File: config.mk
export PLATFORM = sky130hd
export DESIGN_NAME = ic74138_scan_ctrl
export DESIGN_NICKNAME = d
export VERILOG_FILES = /design/src/rtl/ic74138_pkg.sv /design/src/rtl/ic74138_next_ch.sv /design/src/rtl/ic74138_scan_ctrl.sv
export SDC_FILE = /design/constraint.sdc
export NUM_CORES = 1
export LEC_CHECK = 0
export CAP_MARGIN = 20
export CORE_MARGIN = 3
export CORE_UTILIZATION = 45
export DETAILED_ROUTE_END_ITERATION = 7
export GPL_ROUTABILITY_DRIVEN = 0
export PLACE_DENSITY_LB_ADDON = 0.1
export SLEW_MARGIN = 25
export SYNTH_ARGS = -nofsm -noshare
export SYNTH_HDL_FRONTEND = slang
export SYNTH_SLANG_ARGS = --single-unit
File: constraint.sdc
create_clock -name clk_i -period 5.1 [get_ports clk_i]
set_clock_uncertainty 0.15 [all_clocks]
set_input_delay 0.765 -clock clk_i [delete_from_list [all_inputs] [get_ports clk_i]]
set_output_delay 0.765 -clock clk_i [all_outputs]
set_load 0.01 [all_outputs]
File: src/rtl/ic74138_pkg.sv
// Shared types and constants for the ic74138 scan controller.
package ic74138_pkg;

   typedef enum logic [1:0] {
      IDLE  = 2'd0,
      BLANK = 2'd1,
      DRIVE = 2'd2
   } scan_state_e;

   localparam int NUM_CH = 8;

   // {g1, g2a, g2b} patterns that enable/disable the decoder
   localparam logic [2:0] DEC_ON  = 3'b100;
   localparam logic [2:0] DEC_OFF = 3'b011;

endpackage

File: src/rtl/ic74138_next_ch.sv
// Circular priority finder: first set mask bit strictly after cur, wrapping
// around so cur itself is the last candidate. wrap flags a non-increasing step.
module ic74138_next_ch
   import ic74138_pkg::*;
(
   input  logic [7:0] mask,
   input  logic [2:0] cur,
   output logic [2:0] nxt,
   output logic       found,
   output logic       wrap
);

   logic [2:0] idx_s;

   // Scan cur+1, cur+2, ... cur+8 (mod 8) and keep the first hit
   always_comb begin
      nxt   = 3'd0;
      found = 1'b0;
      idx_s = 3'd0;
      for (int i = 1; i <= NUM_CH; i++) begin
         idx_s = cur + 3'(i);
         if (!found && mask[idx_s]) begin
            nxt   = idx_s;
            found = 1'b1;
         end else begin
            found = found;
         end
      end
      wrap = found && (nxt <= cur);
   end

endmodule

File: src/rtl/ic74138_scan_ctrl.sv
// Scan controller for an ic74138 decoder: visits masked channels in order,
// driving each for a dwell time with a decoder-disabled blanking gap between.
module ic74138_scan_ctrl
   import ic74138_pkg::*;
#(
   parameter int DWELL_W      = 16,
   parameter int BLANK_CYCLES = 4
)(
   input  logic               clk_i,
   input  logic               rst_ni,
   input  logic               en_i,
   input  logic [DWELL_W-1:0] dwell_i,
   input  logic [7:0]         ch_mask_i,
   output logic               g1_o,
   output logic               g2a_o,
   output logic               g2b_o,
   output logic [2:0]         select_o,
   output logic               frame_o,
   output logic               busy_o
);

   localparam logic [7:0] BLANK_LOAD = 8'(BLANK_CYCLES - 1);

   scan_state_e        state_r;
   logic [2:0]         select_r;
   logic [2:0]         dec_en_r;
   logic               frame_r;
   logic               busy_r;
   logic [7:0]         blank_cnt_r;
   logic [DWELL_W-1:0] dwell_cnt_r;

   logic [2:0]         search_cur_s;
   logic [2:0]         nxt_s;
   logic               found_s;
   logic               wrap_s;
   logic [DWELL_W-1:0] dwell_load_s;

   // From IDLE the search starts after channel 7 so it lands on the lowest set bit
   always_comb begin
      if (state_r == IDLE) begin
         search_cur_s = 3'd7;
      end else begin
         search_cur_s = select_r;
      end
   end

   // Dwell counter load: counts down to zero, a dwell of 0 behaves like 1
   always_comb begin
      if (dwell_i == '0) begin
         dwell_load_s = '0;
      end else begin
         dwell_load_s = dwell_i - DWELL_W'(1);
      end
   end

   ic74138_next_ch u_next_ch (
      .mask  (ch_mask_i),
      .cur   (search_cur_s),
      .nxt   (nxt_s),
      .found (found_s),
      .wrap  (wrap_s)
   );

   // Scan FSM with registered decoder controls; select only moves while the decoder is off
   always_ff @(posedge clk_i or negedge rst_ni) begin
      if (!rst_ni) begin
         state_r     <= IDLE;
         select_r    <= 3'd0;
         dec_en_r    <= DEC_OFF;
         frame_r     <= 1'b0;
         busy_r      <= 1'b0;
         blank_cnt_r <= 8'd0;
         dwell_cnt_r <= '0;
      end else begin
         frame_r <= 1'b0;
         case (state_r)
            IDLE: begin
               dec_en_r <= DEC_OFF;
               if (en_i && found_s) begin
                  state_r     <= BLANK;
                  select_r    <= nxt_s;
                  blank_cnt_r <= BLANK_LOAD;
                  busy_r      <= 1'b1;
               end else begin
                  busy_r <= 1'b0;
               end
            end
            BLANK: begin
               if (!en_i) begin
                  state_r  <= IDLE;
                  dec_en_r <= DEC_OFF;
                  busy_r   <= 1'b0;
               end else if (blank_cnt_r == 8'd0) begin
                  state_r     <= DRIVE;
                  dec_en_r    <= DEC_ON;
                  dwell_cnt_r <= dwell_load_s;
               end else begin
                  blank_cnt_r <= blank_cnt_r - 8'd1;
               end
            end
            DRIVE: begin
               if (!en_i) begin
                  state_r  <= IDLE;
                  dec_en_r <= DEC_OFF;
                  busy_r   <= 1'b0;
               end else if (dwell_cnt_r == '0) begin
                  dec_en_r <= DEC_OFF;
                  if (found_s) begin
                     state_r     <= BLANK;
                     select_r    <= nxt_s;
                     frame_r     <= wrap_s;
                     blank_cnt_r <= BLANK_LOAD;
                  end else begin
                     state_r <= IDLE;
                     busy_r  <= 1'b0;
                  end
               end else begin
                  dwell_cnt_r <= dwell_cnt_r - DWELL_W'(1);
               end
            end
            default: begin
               state_r  <= IDLE;
               dec_en_r <= DEC_OFF;
               busy_r   <= 1'b0;
            end
         endcase
      end
   end

   assign g1_o     = dec_en_r[2];
   assign g2a_o    = dec_en_r[1];
   assign g2b_o    = dec_en_r[0];
   assign select_o = select_r;
   assign frame_o  = frame_r;
   assign busy_o   = busy_r;

endmodule
# Word-level counts from Yosys, hierarchy flattened
# Cells that the tools add are included.
dict set report totals {
  input_bits 27
  ff_bits 34
  output_inout_bits 8
  elab_cells 142
}
dict set report op_classes {
  eq_ne 14
  n_lt_le_gt_ge 9
  n_mux 73
  n_reduce_logical 29
  add_sub_neg 10
}
# operator count
set ops {}
lappend ops {{$mux 16} 5}
lappend ops {{$mux 3} 17}
lappend ops {{$mux 8} 6}
lappend ops {{$logic_not 16->1} 2}
lappend ops {{$lt 3x4->1 const B} 8}
lappend ops {{$pmux 16 s2} 1}
lappend ops {{$sub 16x1->16 const B} 2}
lappend ops {{$mux 1} 26}
lappend ops {{$bmux 1 s3} 8}
lappend ops {{$pmux 8 s3} 1}
lappend ops {{$ne 2x2->1 const B} 8}
lappend ops {{$add 3x3->3 const B} 4}
lappend ops {{$pmux 3 s2} 2}
lappend ops {{$mux 2} 5}
lappend ops {{$reduce_and 5->1} 2}
lappend ops {{$logic_and 1x1->1} 9}
lappend ops {{$ne 3x3->1 const B} 3}
lappend ops {{$logic_not 8->1} 1}
lappend ops {{$sub 8x1->8 const B} 1}
lappend ops {{$logic_not 1->1} 7}
lappend ops {{$reduce_and 7->1} 1}
lappend ops {{$add 3x2->3 const B} 2}
lappend ops {{$pmux 2 s3} 1}
lappend ops {{$reduce_and 3->1} 2}
lappend ops {{10 further kinds} 11}

# Logic depth before layout (Yosys ltp)
dict set report logic_depth {
  ltp_word 33
  depth_mapped 18
  mapped_depth_nobuf 15
}

# Hierarchy
# Synthesis repeated with hierarchy kept, for this count alone.
dict set report hier_totals {
  hier_cells 370
  hier_area_um2 3184.3
}
# module seq_area_each_um2 cells_each area_per_inst_um2 n_inst
set by_module_without_submodules {}
lappend by_module_without_submodules {ic74138_scan_ctrl 827.0 268 2220.9 1}
lappend by_module_without_submodules {ic74138_next_ch 0.0 102 963.4 1}

# Worst setup path after synthesis
# Ideal clock, no wire load.
dict set report synth_timing {
  kind {register to register}
  start {register select_r[1], in the netlist select_o[1]}
  end {register frame_r, in the netlist frame_o}
  setup_slack_ps 955
  path_stages_with_launch 18
  setup_time_ps 104
  required_ps 4846
  n_path_buf 3
  arrival_ps 3891
  period_less_slack_ps 4145
  cell_sequence {dfrtp_1 buf_2 nor2_1 inv_2 ha_1 mux4_2 mux2_2 and4bb_1 buf_6 and3_4 buf_6 a22oi_1 a21oi_1 nand3_1 ha_1 nand2_1 or4b_1 o311ai_1}
}
dict set report synth_via {
  elab_chain_cells 32
  word_cells_on_any_way 60
  classes_between {7 x add/sub; 1 x order compare; 37 x mux; 15 x reduce/logical}
}
# item line_no
set synth_rtl {}
lappend synth_rtl {{from (decl)} ic74138_scan_ctrl.sv:25} ;# logic [2:0] select_r;
lappend synth_rtl {{from (signal assigned)} ic74138_scan_ctrl.sv:81} ;# select_r <= nxt_s;
lappend synth_rtl {{from (signal assigned)} ic74138_scan_ctrl.sv:110} ;# select_r <= nxt_s;
lappend synth_rtl {{$mux 3 (*)} ic74138_scan_ctrl.sv:40} ;# if (state_r == IDLE) begin
lappend synth_rtl {{$add 3x1->3} ic74138_next_ch.sv:21} ;# idx_s = cur + 3'(i);
lappend synth_rtl {{$bmux 1 s3} ic74138_next_ch.sv:22} ;# if (!found && mask[idx_s]) begin
lappend synth_rtl {{$mux 1 (not written as such)} ic74138_next_ch.sv:22}
lappend synth_rtl {{$mux 1} ic74138_next_ch.sv:22}
lappend synth_rtl {{$logic_not 1->1} ic74138_next_ch.sv:22}
lappend synth_rtl {{$logic_and 1x1->1} ic74138_next_ch.sv:22}
lappend synth_rtl {{$mux 1} ic74138_next_ch.sv:22}
lappend synth_rtl {{[17 not listed]} -}
lappend synth_rtl {{$mux 3 (*)} ic74138_next_ch.sv:22}
lappend synth_rtl {{net nxt_s[2]} ic74138_scan_ctrl.sv:33} ;# logic [2:0] nxt_s;
lappend synth_rtl {{$le 3x3->1 (*)} ic74138_next_ch.sv:29} ;# wrap = found && (nxt <= cur);
lappend synth_rtl {{$logic_and 1x1->1 (*)} ic74138_next_ch.sv:29}
lappend synth_rtl {{$mux 1 (*)} ic74138_scan_ctrl.sv:108} ;# if (found_s) begin
lappend synth_rtl {{$mux 1 (*)} ic74138_scan_ctrl.sv:106} ;# end else if (dwell_cnt_r == '0) begin
lappend synth_rtl {{$mux 1 (*)} ic74138_scan_ctrl.sv:102} ;# if (!en_i) begin
lappend synth_rtl {{$mux 1 (*)} ic74138_scan_ctrl.sv:76} ;# case (state_r)
lappend synth_rtl {{to (signal assigned)} ic74138_scan_ctrl.sv:111} ;# frame_r <= wrap_s;
lappend synth_rtl {{to (decl)} ic74138_scan_ctrl.sv:27} ;# logic frame_r;
# Mark *: on every way through the listed nets, which the timed path passes. The rest lies on a longest branch. The select of a mux whose other input is x is not followed.
# A chain may end at the register's enable or synchronous reset.

# Final worst setup path
dict set report layout_timing {
  start {register state_r[1]}
  end {register frame_r, in the netlist frame_o}
}
dict set report layout_via {
  elab_chain_cells 33
  word_cells_on_any_way 62
  classes_between {7 x add/sub; 1 x order compare; 1 x eq/ne; 37 x mux; 16 x reduce/logical}
}
# item line_no
set layout_rtl {}
lappend layout_rtl {{from (decl)} ic74138_scan_ctrl.sv:24} ;# scan_state_e state_r;
lappend layout_rtl {{from (signal assigned)} ic74138_scan_ctrl.sv:67} ;# state_r <= IDLE;
lappend layout_rtl {{from (signal assigned)} ic74138_scan_ctrl.sv:80} ;# state_r <= BLANK;
lappend layout_rtl {{from (signal assigned)} ic74138_scan_ctrl.sv:90} ;# state_r <= IDLE;
lappend layout_rtl {{$logic_not 2->1 (*)} ic74138_scan_ctrl.sv:40}
lappend layout_rtl {{$mux 3 (*)} ic74138_scan_ctrl.sv:40}
lappend layout_rtl {{$add 3x1->3} ic74138_next_ch.sv:21}
lappend layout_rtl {{$bmux 1 s3} ic74138_next_ch.sv:22}
lappend layout_rtl {{$mux 1 (not written as such)} ic74138_next_ch.sv:22}
lappend layout_rtl {{$mux 1} ic74138_next_ch.sv:22}
lappend layout_rtl {{$logic_not 1->1} ic74138_next_ch.sv:22}
lappend layout_rtl {{$logic_and 1x1->1} ic74138_next_ch.sv:22}
lappend layout_rtl {{[18 not listed]} -}
lappend layout_rtl {{$mux 3 (*)} ic74138_next_ch.sv:22}
lappend layout_rtl {{net nxt_s[2]} ic74138_scan_ctrl.sv:33}
lappend layout_rtl {{$le 3x3->1 (*)} ic74138_next_ch.sv:29}
lappend layout_rtl {{$logic_and 1x1->1 (*)} ic74138_next_ch.sv:29}
lappend layout_rtl {{$mux 1 (*)} ic74138_scan_ctrl.sv:108}
lappend layout_rtl {{$mux 1 (*)} ic74138_scan_ctrl.sv:106}
lappend layout_rtl {{$mux 1 (*)} ic74138_scan_ctrl.sv:102}
lappend layout_rtl {{$mux 1 (*)} ic74138_scan_ctrl.sv:76}
# Marks and branches as above.

==> out/qor.yml <==
setup_path:
  start_kind: "flop"
  crit_path_top_delay_cell: "dfrtp_1"
  crit_chain: "nor2_2 > nor2_1 > inv_2 > ha_1 > mux4_2 > mux2_2 > and4bb_1 > and3_4 > a22oi_1 > a21oi_1 > nand3_1 > ha_1 > nand2_1 > or4b_1 > o311ai_1"
  r2r_cells: 15
  worstReg2RegStart: "state_r[1]"
  cp_max_fo: 9
  cp-end-kind: "flop"
  cp.required_ns: 5.13
  path_common_cell: "ha_1"
  worstSetupPathType: "reg2reg"
  cp_data_arrival_time_ns: 4.57
  r2r_slack_ns: 0.56
  timing.rr.end: "frame_o"
  cpPeakStageDelay_ns: 0.61
routing:
  routedWlPerCell_um: 16.6
  num_vias: 2921
  viasPerCell: 6.11
  drc: 0
  ant_nets: 0
  drtIter0Drc: 227
  drt_first_pass_iters: 6
  wl_um: 7930
cells_and_area:
  num_antenna_cells: 0
  fill_cells: 629
  area_delta_synth_final_pct: 14.4
  drive_above_1_share: 0.102
  multi_input_area_um2: 2050
  final_nets: 434
  seq_area_um2: 827
synthesis:
  yosysTopAreaCellShare: 0.261
  synth_seq_area_share: 0.270
  async_flop_share: 1.00
  syn-num-nets: 408
  ys_ff_latch: 33
  yosys_warnings: 0
  ys.flop_type: "dfrtp_1"
  yosysMostFrequentCell: "nor2_1"
  synth.cell_area_um2: 3070
  syn_avg_cell_area_um2: 8.20
  yosysUniqueCellTypes: 68
  synthesis.instances: 374
  synth_edf_count: 0
  synthTopCellsByCount: "nor2_1 (47), o21ai_0 (34), dfrtp_1 (32), a21oi_1 (20), inv_1 (19)"
  synth_top_area_cell: "dfrtp_1"
  synth_area_leaders: "dfrtp_1 (26%), nor2_1 (5.8%), o21ai_0 (5.5%)"
sta:
  slew_violations: 0
  fin_hold_ws_ns: 0.349
  worst_pin_slew_ns: 0.814
  period_needed_ns: 4.54
  fin_crit_sh: 0.889
  tns_ns: 0
  hold_viol_final: 0
  max_freq_ghz: 0.220
  slew_headroom: 0.457
  rsz0062_at_grt: "false"
  setup_viol: 0
global_route:
  grt_max_degree: 34
  antenna_found_initial: 0
  track_usage: 0.211
  grt_pass1_vias: 2631
  grt_pass1_wl_um: 13000
  grt-ovfl-total: 0
place:
  portBuffers: 34
  dp_hpwl_um: 5900
floorplanning:
  dieWidth_um: 88.6
  coreArea_um2: 6490
  die_area_um2: 7840
  ios: 35
  fp.dieH_um: 88.6
  num_rows: 29
  start_util: 0.472
worst_hold_path:
  worstHoldEndpoint: "dec_en_r[1]"
  hold_path_depth: 2
  hp-start: "dec_en_r[1]"
  hp-class: "reg2reg"
clock_tree:
  root_buffer: "clkbuf_8"
  cts_hold_buf: 0
  clk_path_buf_depth: 2
  postCtsSetupBuffers: 0
  cts_resized: 0
  clk_pin_slew_ns: 0.07
  cts_buffers: 5
  clock_sinks: 33
  clock_latency_ns: 0.28
  cts_htree_levels: 2
  cts_tree: "done"
power_and_ir_drop:
  swShare: 0.441
  p_clk_frac: 0.142
  intPower_w: 0.000814
  p_per_area_nw_per_um2: 414
  p_leak_nw: 1.48
  power_frac_comb: 0.579
  seqPwrFrac: 0.279
  max-vdd-ir-drop_mv: 0.166
  power.switching_w: 0.000641
job:
  cap_violations: 0
outcome:
  run_status: "completed"
## power by group through the flow
| stage | Sequential [W] | Combinational [W] | Clock, W |
|---|---|---|---|
| after floorplan | 0.000390 | 0.000653 | 0 |
| after global routing | 0.000419 | 0.000931 | 0.000233 |
| after detailed placement | 0.000408 | 0.000829 | 0 |
| after CTS | 0.000404 | 0.000833 | 0.000217 |
| final | 0.000406 | 0.000842 | 0.000207 |
| after global placement | 0.000408 | 0.000826 | 0 |
## cell families (layout without fill, tap and decap cells)
| group | count (synthesis) | in the layout | share of synthesized area |
|---|---|---|---|
| compound gates | 110 | 110 | 0.243 |
| fa+ha+maj | 7 | 7 | 0.0285 |
| flops | 33 | 33 | 0.270 |
| simple gates | 144 | 144 | 0.254 |
| buf+inv | 38 | 65 | 0.0612 |
| xor+xnor | 22 | 22 | 0.0628 |
| mux | 20 | 20 | 0.0812 |
## metrics by stage
step | setup slack (ns) | util | area [um2] | power (W) | std cells
after floorplan | 0.955 | - | 3070 | 0.00104 | 374
after global placement | 0.707 | 0.526 | 3410 | 0.00123 | 470
after detailed placement | 0.620 | 0.526 | 3410 | 0.00124 | 470
after CTS | 0.577 | 0.541 | 3510 | 0.00145 | 478
after global routing | 0.273 | 0.541 | 3510 | 0.00158 | 478
final | 0.564 | 0.541 | 3510 | 0.00146 | 478
## registers in the layout (all words and copies together) (netlist names)
| signal | count |
|---|---|
| select_o | 3 |
| state_r | 2 |
| dec_en_r | 2 |
| blank_cnt_r | 8 |
| busy_o | 1 |
| dwell_cnt_r | 16 |
| frame_o | 1 |
## worst max-delay path by stage
stage | start | slack [ns] | to | depth (start not counted)
after floorplan | select_o[1] | 0.95 | frame_o | 17
after global placement | state_r[0] | 0.71 | frame_o | 15
after detailed placement | state_r[1] | 0.62 | frame_o | 15
after CTS | state_r[0] | 0.58 | frame_o | 15
after global routing | state_r[0] | 0.27 | frame_o | 15
final | state_r[1] | 0.56 | frame_o | 15
## layout by cell type, fill, tap and decap left out, types with 4 or more instances in the layout
| cell type | instances |
|---|---|
| o21ai_0 | 34 |
| inv_1 | 19 |
| a21oi_1 | 20 |
| xnor2_1 | 10 |
| nor2_1 | 47 |
| or2_2 | 5 |
| nand3_1 | 11 |
| or3_1 | 5 |
| o22ai_1 | 11 |
| nand2_1 | 15 |
| clkbuf_8 | 6 |
| a211oi_1 | 4 |
| clkdlybuf4s50_1 | 34 |
| a22oi_1 | 4 |
| a22o_1 | 5 |
| ha_1 | 7 |
| or4_1 | 5 |
| mux2i_1 | 8 |
| mux2_2 | 8 |
| dfrtp_1 | 32 |
| nor2b_1 | 7 |
| nand2b_1 | 6 |
| nor4_1 | 7 |
| xor2_1 | 12 |
| nor3_1 | 14 |
## cell type report
cell class / count / area share
multi-input cells: 303 / 0.585
repair buffers: 37 / 0.103
clock buffers: 6 / 0.0235
clock inverters: 2 / 0.00392
inverters: 20 / 0.0214
well taps: 77 / 0.0274
flip-flops and latches: 33 / 0.236
## worst max-delay path: cells and delay by family (launching register included)
kind | cells | cell delay (ns)
AOI/OAI and AO/OA | 3 | 0.30
adders and majority gates | 2 | 0.73
buffers and inverters | 1 | 0.12
DFF | 1 | 0.61
muxes | 2 | 0.88
and+or+nand+nor | 7 | 1.66
## metal layers
layer / part of all wire / wire [um] / global-route usage
met4: 0.0087 / 69 / 0.0495
met5: 0 / 0 / 0
met2: 0.44 / 3500 / 0.313
met3: 0.060 / 474 / 0.0447
met1: 0.49 / 3880 / 0.315
No activity file was read; power rests on OpenSTA's default activity.
==> edit 1 (same settings) <==
Add an input register stage for `en_i`, `dwell_i` and `ch_mask_i`; this delays them by one clock.
--- a/src/rtl/ic74138_scan_ctrl.sv
+++ b/src/rtl/ic74138_scan_ctrl.sv
@@ -20,6 +20,16 @@
 );
 
    localparam logic [7:0] BLANK_LOAD = 8'(BLANK_CYCLES - 1);
+
+   logic en_q;
+   logic [DWELL_W-1:0] dwell_q;
+   logic [7:0] ch_mask_q;
+
+   always_ff @(posedge clk_i) begin
+      en_q      <= en_i;
+      dwell_q   <= dwell_i;
+      ch_mask_q <= ch_mask_i;
+   end
 
    scan_state_e        state_r;
    logic [2:0]         select_r;
@@ -46,15 +56,15 @@
 
    // Dwell counter load: counts down to zero, a dwell of 0 behaves like 1
    always_comb begin
-      if (dwell_i == '0) begin
+      if (dwell_q == '0) begin
          dwell_load_s = '0;
       end else begin
-         dwell_load_s = dwell_i - DWELL_W'(1);
+         dwell_load_s = dwell_q - DWELL_W'(1);
       end
    end
 
    ic74138_next_ch u_next_ch (
-      .mask  (ch_mask_i),
+      .mask  (ch_mask_q),
       .cur   (search_cur_s),
       .nxt   (nxt_s),
       .found (found_s),
@@ -76,7 +86,7 @@
          case (state_r)
             IDLE: begin
                dec_en_r <= DEC_OFF;
-               if (en_i && found_s) begin
+               if (en_q && found_s) begin
                   state_r     <= BLANK;
                   select_r    <= nxt_s;
                   blank_cnt_r <= BLANK_LOAD;
@@ -86,7 +96,7 @@
                end
             end
             BLANK: begin
-               if (!en_i) begin
+               if (!en_q) begin
                   state_r  <= IDLE;
                   dec_en_r <= DEC_OFF;
                   busy_r   <= 1'b0;
@@ -99,7 +109,7 @@
                end
             end
             DRIVE: begin
-               if (!en_i) begin
+               if (!en_q) begin
                   state_r  <= IDLE;
                   dec_en_r <= DEC_OFF;
                   busy_r   <= 1'b0;
Check against the original RTL: not equivalent (a bounded check fails within 4 cycles, from zero or initial values and one cycle with rst_ni low).
==> edit 1 against the original RTL <==
Fmax up 6.9%; sequential cell count up 25; sequential share of layout area up 8.2 points; wire length up 7.3%; cell area up 19%; power up 56%; non-clock buffer count up 3; critical endpoint unchanged; synthesized area up 17%; setup slack better by 0.29 ns; critical path depth up 1; synthesized cell count up 11%.
==> edit 1: results (changes against the original RTL) <==
Synthesis
  • Post-Syn Nets: 450 (+10%)
  • Leading cell types by count after synthesis: nor2_1, o21ai_0, dfrtp_1
  • Sequential-to-total area share from yosys stat: 37.1% (+10 points)
  • Synth area leaders: dfrtp_1, dfxtp_1, o21ai_0, nor2_1, a21oi_1
  • Syn avg cell area: 8.60 µm² (+4.8%)
  • Asr flop ratio synth: 56.9% (-43 points)

Finish
  • Multi-In Gates: 320 (+5.6%)
  • Sequential fraction of total cell area: 31.8% (+8.2 points)
  • Fin area: 4170 µm² (+19%)
  • Logic inverters: 20 (unchanged)
  • # diodes: 0 (unchanged)
  • Ratio of cells with drive above 1 in the final layout: 10.4% (+0.13 points)
  • Clock buffer cells: 11 (+5)
  • ClkCell Share: 4.08% (+1.3 points)
  • Nonclk buf count: 40 (+8.1%)
  • Filler cell count: 673 (+7.0%)
  • Fin nets: 483 (+11%)
  • Non-clk buf share: 9.23% (-1.1 points)

Route
  • Vias per Instance: 5.82 (-4.7%)
  • Met2 wire len: 3700 µm (+5.6%)
  • Total Routed Length: 8510 µm (+7.3%)
  • Metal1 wirelength: 4060 µm (+4.7%)
  • Drt initial violations: 253 (+11%)
  • Met3 wire len: 568 µm (+20%)
  • Routed vias: 3221 (+10%)

Power
  • P_int: 1270 µW (+56%)
  • LEAKAGE: 0.00170 µW (+15%)
  • Peak VDD IR: 0.000320 V (+93%)

Placed design
  • Dpl hpwl: 6290 µm (+6.6%)
  • IO buf count: 34 (unchanged)
  • Placed Area: 4000 µm² (+17%)
  • Dpl ws: 0.850 ns (+0.230 ns)
  • Placed cells: 537 (+14%)

Worst setup path
  • Crit-path max cell delay: 0.57 ns (-0.04 ns)
  • CP delay by family, top: compound AO/OA/AOI/OAI gates
  • CP max FO: 14 (+5)
  • WP data arrival: 4.36 ns (-0.21 ns)

Clock network
  • Clk_lat worst skew: 0.34 ns (+0.06 ns)
  • CTS HTree Levels: 3 (+1)
  • CTS Sinks: 58 (+76%)
  • CTS buffer count: 9 (+4)
  • # resized after CTS: 0 (unchanged)
  • Total setup buffers inserted after CTS: 0 (unchanged)
  • Clock Path Buffers: 2 (unchanged)

GRT
  • Total GRT Usage: 19.9% (-1.3 points)
  • Grt met1 use: 27.8% (-3.7 points)
  • GR Util met2: 29.5% (-1.8 points)
  • Met3 GRT Util: 4.58% (+0.11 points)
  • First-pass GRT wire length: 14200 µm (+8.9%)
  • Number of global-route vias before repair: 3022 (+15%)

STA
  • Worst slew pin tran: 0.814 ns (-0.000793 ns)

Outcome
  • Status: completed
==> edit 1: changes by cell type after synthesis, moves of 5 or more <==
cell / delta
dfxtp_1: +25
nand2_1: +10
o22ai_1: -6
a21oi_1: +5
mux2_2: -5
o21ai_0: +5
or4_1: -5
==> edit 1: worst paths after layout <==
path / startpoint / endpoint / slack, ns / cells after the start
setup / recovery: state_r[0]$_DFFE_PN0P_ / frame_o$_DFF_PN0_ / 0.86 / 16
hold / removal: dwell_cnt_r[13]$_DFFE_PN0P_ / dwell_cnt_r[13]$_DFFE_PN0P_ / 0.36 / 2
setup reg to reg: state_r[0]$_DFFE_PN0P_ / frame_o$_DFF_PN0_ / 0.86 / 16
hold reg to reg: dwell_cnt_r[13]$_DFFE_PN0P_ / dwell_cnt_r[13]$_DFFE_PN0P_ / 0.36 / 2
max in group asynchronous: rst_ni / dec_en_r[1]$_DFFE_PN1P_ / 3.78 / 2
min in group asynchronous: rst_ni / blank_cnt_r[5]$_DFFE_PN0P_ / 0.68 / 2
==> edit 1: power by group through the flow <==
stage / registers [µW] / clock network, µW / logic [µW]
floorplan: 625 / 0 / 960
global placement: 649 / 0 / 1220
detailed placement: 652 / 0 / 1230
CTS: 644 / 382 / 1240
global route: 660 / 401 / 1390
finish: 645 / 370 / 1250
==> edit 1: logic make-up after synthesis <==
| group | count (synthesis) | share of synthesized area, % |
|---|---|---|
| buf+inv | 38 | 4.41 |
| mux | 14 | 5.07 |
| flops | 58 | 37.1 |
| xor+xnor | 22 | 5.39 |
| compound gates | 126 | 23.2 |
| simple gates | 151 | 22.4 |
| fa+ha+maj | 7 | 2.45 |
==> edit 1: tightest hold or removal path: cells and delay by family (launching register included) <==
| family | cells | cell delay [ns] |
|---|---|---|
| DFF | 1 | 0.33 |
| AOI/OAI and AO/OA | 2 | 0.14 |
==> edit 2 (same flow settings) <==
Made on the original files. Set the parameter `DWELL_W` to 24 (it was 16).
--- a/src/rtl/ic74138_scan_ctrl.sv
+++ b/src/rtl/ic74138_scan_ctrl.sv
@@ -3,7 +3,7 @@
 module ic74138_scan_ctrl
    import ic74138_pkg::*;
 #(
-   parameter int DWELL_W      = 16,
+   parameter int DWELL_W      = 24,
    parameter int BLANK_CYCLES = 4
 )(
    input  logic               clk_i,
Ports: changed (resized dwell_i); port bits go from 35 to 43. No check against the original RTL was run, so the function may have changed too.
==> edit 2 against the original RTL <==
Non-clock buffer count grew 8; wire length rose by 24%; clock power is 15% higher; sequential cell count grew 8; setup slack better by 0.32 ns; die area grew 26%; largest power group unchanged; power up 32%; fmax rose by 7.7%; cell area is 28% higher; synthesized area is 29% higher.
==> edit 2: results (changes against the original RTL) <==
Hold path
  • HP Class: primary input to async pin

Route
  • DRT Pass-1 Iters: 5 (-1)
  • Routed length per instance: 16.0 µm (-3.8%)
  • Routed vias: 3735 (+28%)
  • Drt initial violations: 176 (-22%)

GRT
  • Largest net degree at the start of global routing: 42 (+24%)
  • First-pass GRT wire length: 17100 µm (+31%)
  • Total GRT Usage: 20.6% (-0.49 points)
  • Number of global-route vias before repair: 3567 (+36%)

Synthesis
  • Synth Warn #: 0 (unchanged)
  • Distinct cells, synth: 83 (+22%)
  • Syn avg cell area: 8.18 µm² (-0.26%)
  • Sequential-to-total area share from yosys stat: 26.0% (-0.91 points)
  • Synth area leaders: dfrtp_1, o21ai_0, nand2_1, nor2_1, a21oi_1
  • Post-Syn Nets: 525 (+29%)

Worst setup path
  • R2R Setup Slk: 0.89 ns (+0.32 ns)
  • Crit-path max cell delay: 0.70 ns (+0.09 ns)
  • WP data arrival: 4.31 ns (-0.26 ns)
  • CP max FO: 15 (+6)
  • R2r worst-path depth: 17 (+2)
  • R2r startpoint: state_r[0]$_DFFE_PN0P_
  • CP delay by family, top: compound AO/OA/AOI/OAI gates

Power
  • Peak VDD IR: 0.000165 V (-0.25%)
  • LEAKAGE: 0.00175 µW (+18%)
  • NetSw: 884 µW (+38%)
  • Combinational gate power: 1100 µW (+31%)

Clock network
  • CTS Sinks: 41 (+24%)
  • Clock transition at path regs: 0.10 ns (+0.03 ns)

Finish
  • Ratio of cells with drive above 1 in the final layout: 11.3% (+1.1 points)
  • Clock buffer cells: 7 (+1)
  • Max reg flops: 24 (+8)
  • Logic inverters: 15 (-25%)
  • Fin nets: 554 (+28%)
  • ClkCell Share: 2.09% (-0.65 points)
  • Nonclk buf count: 45 (+22%)
  • Non-filler instance count after layout: 617 (+29%)
  • Multi-In Gates: 403 (+33%)
  • Area occupied by multi-input gates: 2730 µm² (+33%)
  • Filler cell count: 825 (+31%)

Placed design
  • Placed cells: 609 (+30%)
  • Dpl hpwl: 7310 µm (+24%)

Outcome
  • Status: completed
-- edit 2: worst max path at each step --
| stage | to | cells after the start | slack [ns] | startpoint |
|---|---|---|---|---|
| finish | frame_o$_DFF_PN0_ | 17 | 0.89 | state_r[0]$_DFFE_PN0P_ |
| global route | frame_o$_DFF_PN0_ | 17 | 0.61 | state_r[0]$_DFFE_PN0P_ |
| CTS | frame_o$_DFF_PN0_ | 17 | 0.93 | state_r[0]$_DFFE_PN0P_ |
| detailed placement | frame_o$_DFF_PN0_ | 15 | 0.91 | ch_mask_i[5] |
| global placement | frame_o$_DFF_PN0_ | 15 | 1.02 | ch_mask_i[5] |
| floorplan | frame_o$_DFF_PN0_ | 18 | 1.43 | select_o[0]$_DFFE_PN0P_ |
-- edit 2: logic make-up (layout without fill, tap and decap cells) --
family	count (synthesis)	after routing	synth area share, %
simple gates	191	191	25.5
fa+ha+maj	8	8	2.54
mux	23	23	6.95
xor+xnor	22	22	5.08
buf+inv	38	68	4.79
compound gates	159	159	29.1
flops	41	41	26.0
-- edit 2: stage by stage --
step / worst slack, ns / area (µm²) / utilization [%] / power, µW / hold WS (ns)
floorplan: 1.43 / 3940 / - / 1420 / 0.302
global placement: 1.02 / 4380 / 52.3 / 1660 / 0.323
detailed placement: 0.914 / 4380 / 52.3 / 1680 / 0.327
CTS: 0.933 / 4470 / 53.4 / 1920 / 0.348
global route: 0.615 / 4480 / 53.4 / 2090 / 0.333
finish: 0.887 / 4480 / 53.4 / 1920 / 0.297
-- edit 2: layer usage --
layer | wire, µm | vias up | track usage (%)
li1 | - | 1845 | -
met1 | 4580 | 1766 | 27.7
met2 | 4620 | 106 | 34.8
met3 | 447 | 18 | 2.59
met4 | 199 | 0 | 5.99
met5 | 0 | - | 0
